## src/rtl/imm_encoder.sv

```systemverilog
// Packs a signed immediate into instruction bits [31:7] for I/S/B/U/J, merged with caller fields.
// Latency 2 cycles, 1 beat/cycle, 2-beat capacity; in_ready drops only when both stages are held.
// Backpressure: output held stable while out_valid && !out_ready. Option: IMMENC_SAT_EN clamps out-of-range values.
module imm_encoder #(
    parameter int ERR_CNT_W = 8
) (
    input  logic                 clk,
    input  logic                 rst_n,
    input  logic                 in_valid,
    output logic                 in_ready,
    input  logic [31:0]          imm_val,
    input  logic [2:0]           imm_ctrl,
    input  logic [24:0]          field_in,
    output logic                 out_valid,
    input  logic                 out_ready,
    output logic [24:0]          immed_out,
    output logic                 out_err,
    output logic [ERR_CNT_W-1:0] err_count
);

    localparam logic [2:0] FMT_I = 3'd0;
    localparam logic [2:0] FMT_S = 3'd1;
    localparam logic [2:0] FMT_B = 3'd2;
    localparam logic [2:0] FMT_U = 3'd3;
    localparam logic [2:0] FMT_J = 3'd4;

    logic        s1_valid;
    logic [19:0] s1_imm;
    logic [2:0]  s1_ctrl;
    logic [24:0] s1_field;
    logic        s1_err;

    logic adv1, adv2;
    assign adv2     = !out_valid || out_ready;
    assign adv1     = !s1_valid || adv2;
    assign in_ready = adv1;

    logic        small_fmt, big_fmt, fmt_ok;
    logic        fits12, fits20, in_range, range_err, in_err;
    logic [19:0] imm_adj;

    always_comb begin
        small_fmt = (imm_ctrl == FMT_I) || (imm_ctrl == FMT_S) || (imm_ctrl == FMT_B);
        big_fmt   = (imm_ctrl == FMT_U) || (imm_ctrl == FMT_J);
        fmt_ok    = small_fmt || big_fmt;
        // A value fits when every bit above the field's sign bit replicates it.
        fits12    = (&imm_val[31:11]) || !(|imm_val[31:11]);
        fits20    = (&imm_val[31:19]) || !(|imm_val[31:19]);
        in_range  = small_fmt ? fits12 : (big_fmt ? fits20 : 1'b1);
        range_err = fmt_ok && !in_range;
        in_err    = !fmt_ok || range_err;
        imm_adj   = imm_val[19:0];
`ifdef IMMENC_SAT_EN
        if (range_err) begin
            if (small_fmt)
                imm_adj = imm_val[31] ? 20'h00800 : 20'h007FF;
            else
                imm_adj = imm_val[31] ? 20'h80000 : 20'h7FFFF;
        end
`endif
    end

    always_ff @(posedge clk or negedge rst_n) begin
        if (!rst_n) begin
            s1_valid <= 1'b0;
            s1_imm   <= '0;
            s1_ctrl  <= '0;
            s1_field <= '0;
            s1_err   <= 1'b0;
        end else if (adv1) begin
            s1_valid <= in_valid;
            if (in_valid) begin
                s1_imm   <= imm_adj;
                s1_ctrl  <= imm_ctrl;
                s1_field <= field_in;
                s1_err   <= in_err;
            end
        end
    end

    logic [24:0] packed_imm;

    always_comb begin
        packed_imm = s1_field;
        case (s1_ctrl)
            FMT_I: packed_imm[24:13] = s1_imm[11:0];
            FMT_S: begin
                packed_imm[24:18] = s1_imm[11:5];
                packed_imm[4:0]   = s1_imm[4:0];
            end
            FMT_B: begin
                packed_imm[24]    = s1_imm[11];
                packed_imm[0]     = s1_imm[10];
                packed_imm[23:18] = s1_imm[9:4];
                packed_imm[4:1]   = s1_imm[3:0];
            end
            FMT_U: packed_imm[24:5] = s1_imm[19:0];
            FMT_J: begin
                packed_imm[24]    = s1_imm[19];
                packed_imm[12:5]  = s1_imm[18:11];
                packed_imm[13]    = s1_imm[10];
                packed_imm[23:14] = s1_imm[9:0];
            end
            default: packed_imm = s1_field;
        endcase
    end

    always_ff @(posedge clk or negedge rst_n) begin
        if (!rst_n) begin
            out_valid <= 1'b0;
            immed_out <= '0;
            out_err   <= 1'b0;
        end else if (adv2) begin
            out_valid <= s1_valid;
            if (s1_valid) begin
                immed_out <= packed_imm;
                out_err   <= s1_err;
            end
        end
    end

    always_ff @(posedge clk or negedge rst_n) begin
        if (!rst_n)
            err_count <= '0;
        else if (out_valid && out_ready && out_err && (err_count != '1))
            err_count <= err_count + ERR_CNT_W'(1);
    end

endmodule

```

## config.mk

```make
export PLATFORM = sky130hd
export DESIGN_NAME = imm_encoder
export DESIGN_NICKNAME = d
export VERILOG_FILES = /design/src/rtl/imm_encoder.sv
export SDC_FILE = /design/constraint.sdc
export NUM_CORES = 1
export LEC_CHECK = 0
export CAP_MARGIN = 30
export CELL_PAD_IN_SITES_DETAIL_PLACEMENT = 0
export CELL_PAD_IN_SITES_GLOBAL_PLACEMENT = 1
export CORE_AREA = 2 2 124 90
export DETAILED_ROUTE_END_ITERATION = 12
export DIE_AREA = 0 0 126 92
export PLACE_DENSITY_LB_ADDON = 0.1
export SYNTH_ARGS = -nofsm -noshare
export SYNTH_HDL_FRONTEND = slang
export SYNTH_SLANG_ARGS = --single-unit
export TNS_END_PERCENT = 30
```

## constraint.sdc

```tcl
create_clock -name clk -period 4.6 [get_ports clk]
set_input_delay 1.38 -clock clk [delete_from_list [all_inputs] [get_ports clk]]
set_output_delay 1.38 -clock clk [all_outputs]
set_load 0.05 [all_outputs]
```

==> out/results.md <==
## Power
* 0.362 — Gate power share
* 2.25 nW — cell leakage power
* 503 nW/um^2 — pwr/cell area
* 0.371 — Net Sw Frac
* 0.269 — share of power burned in the clock network
* 265 uV — peak ir drop on the vdd network
* 1.79 mW — Int Pwr
* 0.369 — fraction of power consumed by sequential logic
* 1.06 mW — NetSw

## Drt
* 4820 um — metal2 WL
* 0 — DRC violations left
* 404 um — met3 wire len
* 10600 um — total wire length after detailed routing
* 107 — number of DRC violations after detailed-routing iteration 0
* 17.3 um — Avg WL per Cell
* met4 — top routing layer in use
* 5230 um — detailed-route wire length on metal 1
* 4 — first-pass detailed-route iteration total
* 3301 — Via Count
* 0 — Antenna Violating Nets Remaining
* 5.39 — vias per std cell

## Worst setup path
* 2220 ps — endpoint arrival time on the critical path
* 3 — largest driver fanout on the critical path
* output port — kind of end point of the critical path
* in2out — start-to-end type of the worst setup path
* primary input — type of origin of the critical path
* 3220 ps — required time worst endpoint

## Yosys
* 4270 um^2 — post-synthesis instance area
* 0.498 — sequential fraction of the synthesis area
* 1.00 — Async S/R FF share, synth
* 0.498 — area fraction of the dominant cell type after synthesis
* 385 — post-synthesis cell count
* sky130_fd_sc_hd__dfrtp_1 — cell taking the most area after synthesis
* 0 — total of warnings raised by yosys
* 450 — Synthesized Nets
* 11.1 um^2 — Mapped Avg Cell Area
* 0 — EDFF count, synth
* sky130_fd_sc_hd__dfrtp_1, sky130_fd_sc_hd__mux2_2, sky130_fd_sc_hd__o21ai_0 — leading post-synthesis cells by cell area
* 85 — #FFs+latches synth
* sky130_fd_sc_hd__dfrtp_1 — most common flop cell mapped by yosys
* 50 — number of different library cells in the post-synthesis netlist

## Die
* 0.404 — effective utilization at floorplan
* 32 — number of rows in the core area
* 100 — number of placed I/O pins
* 92 um — die span in y
* 126 um — Die Width
* 11600 um^2 — die outline area
* 10600 um^2 — core area

## Timing
* 4.24 ps — final worst clock skew
* 0.372 — Max-slew headroom
* 476 ps — final hold slack
* 0 — number of hold-slack violations in the final timing report
* 277 MHz — achievable clock frequency
* 3600 ps — final worst path period need
* 0 — Final Slew Violations
* 0.783 — final cycle utilization of the critical path
* 0 ps — Total Negative Setup Slacks
* no — setup repair after global routing missed its margin
* 943 ps — transition at the pin with the smallest max-transition slack
* 0 — Final setup viols

## CTS
* sky130_fd_sc_hd__clkbuf_16 — Root Buffer
* 3 — H-Tree Level Count
* 60 ps — clock transition at the registers of the reported paths
* 0 — number of gates resized after CTS
* 0 — # Post-CTS Setup Buffers
* 340 ps — clock network latency to the later pin of the worst-skew pair
* 0 — number of buffers inserted for hold repair after clock tree synthesis
* 85 — number of clock sinks
* 9 — Num CTS Buffers
* done — CTS tree
* 2 — deepest clock path buffer count

## Placement
* 7270 um — HPWL after detailed placement
* 99 — number of input and output port buffers inserted
* 0.767 — routability cong.
* 5310 um^2 — dpl cell area

## GRT
* 0 — remaining global-route overflow
* 17200 um — first-pass GRT wire length
* 58 — pin count of the biggest net entering global routing
* 0.189 — global-route usage over all layers
* 0 — number of antenna violations at the first check in global routing
* 3238 — number of global-route vias before repair

## Finish
* 5660 um^2 — final instance area
* 0 — # diodes
* 0.191 — layout cell share with drive strength beyond 1
* 32.6% — Area Growth Syn to Fin
* 536 — Total Nets Final

## Outcome
* complete, no violations — status

## Hold path
* reg2reg — class of the worst hold path

## Flow run
* 0 — maximum capacitance violations

[cell type report]
cell class,instances,area [um^2]
fill,957,4910
sequential,85,2130
multi-input combinational,265,1960
timing repair buffer,104,1060
clock buffer,12,267
tap,136,170
clock inverter,4,55.1
inverter,6,22.5
[metal layers]
layer,track usage,up-vias
met3,0.0461,7
met2,0.295,64
li1,-,1607
met4,0.0504,0
met1,0.265,1623
met5,0,-
[worst max-delay path, cell delays in order]
cell,delay [ps]
sky130_fd_sc_hd__clkdlybuf4s50_1,490
sky130_fd_sc_hd__nand3b_1,150
sky130_fd_sc_hd__buf_4,210
[power groups by stage]
stage / registers, mW / logic, mW / clock network (mW)
6_report: 1.05 / 1.03 / 0.765
5_1_grt: 1.08 / 1.10 / 0.811
4_1_cts: 1.06 / 1.02 / 0.785
3_5_place_dp: 1.07 / 1.02 / 0
3_3_place_gp: 1.07 / 0.998 / 0
2_1_floorplan: 1.35 / 0.379 / 0
[cells in the mapped netlist (6+ instances only)]
| cell | number |
|---|---|
| sky130_fd_sc_hd__mux2_2 | 55 |
| sky130_fd_sc_hd__nand4_1 | 8 |
| sky130_fd_sc_hd__a22oi_1 | 6 |
| sky130_fd_sc_hd__or3b_2 | 6 |
| sky130_fd_sc_hd__dfrtp_1 | 85 |
| sky130_fd_sc_hd__o22ai_1 | 12 |
| sky130_fd_sc_hd__nand2b_1 | 9 |
| sky130_fd_sc_hd__nor3_1 | 7 |
| sky130_fd_sc_hd__nor2_1 | 11 |
| sky130_fd_sc_hd__a21oi_1 | 15 |
| sky130_fd_sc_hd__buf_2 | 12 |
| sky130_fd_sc_hd__o21ai_0 | 28 |
| sky130_fd_sc_hd__mux2i_1 | 6 |
| sky130_fd_sc_hd__clkbuf_1 | 11 |
| sky130_fd_sc_hd__a211oi_1 | 7 |
| sky130_fd_sc_hd__nand2_1 | 28 |
[cells in the final DEF (no fill, tap or decap), drive strengths merged, types with 7 or more instances in the layout]
cell / n
a21oi: 15
nor3: 8
a211oi: 7
o21ai: 30
mux2: 55
dfrtp: 85
buf: 7
nor2: 12
or3b: 9
nand2b: 9
clkdlybuf4s50: 97
o22ai: 12
nand4: 8
nand2: 28
clkbuf: 12
[metrics by stage]
step,cells,power [mW],setup WS [ps],util
after floorplan,385,1.73,1360,-
after global placement,594,2.07,1020,0.500
after detailed placement,595,2.09,990,0.503
after CTS,611,2.87,987,0.533
after global routing,612,2.99,953,0.536
final,612,2.85,996,0.536
[cell families after synthesis]
group | share of synthesized area
buffers and inverters | 0.0439
adders and majority gates | 0.00293
DFF | 0.498
muxes | 0.159
AOI/OAI and AO/OA | 0.159
xor gates and xnor gates | 0.0144
and+or+nand+nor | 0.122
[registers in the layout, summed over array words and instances (netlist names)]
name and count:
out_err 1, immed_out 25, err_count 8, s1_ctrl 3, s1_valid 1, s1_field 25, out_valid 1, s1_imm 20
s1_err 1
[worst paths after layout]
kind	startpoint	end	slack (ps)	cells after the start
setup / recovery	out_ready	in_ready	1000	3
max in group asynchronous	rst_n	s1_field[22]	3030	2
min in group asynchronous	rst_n	err_count[6]	970	1
hold reg to reg	immed_out[0]	immed_out[0]	480	2
setup reg to reg	s1_ctrl[0]	immed_out[7]	1940	4
hold / removal	immed_out[0]	immed_out[0]	480	2
Note: power is estimated with default switching activity, not from simulation.
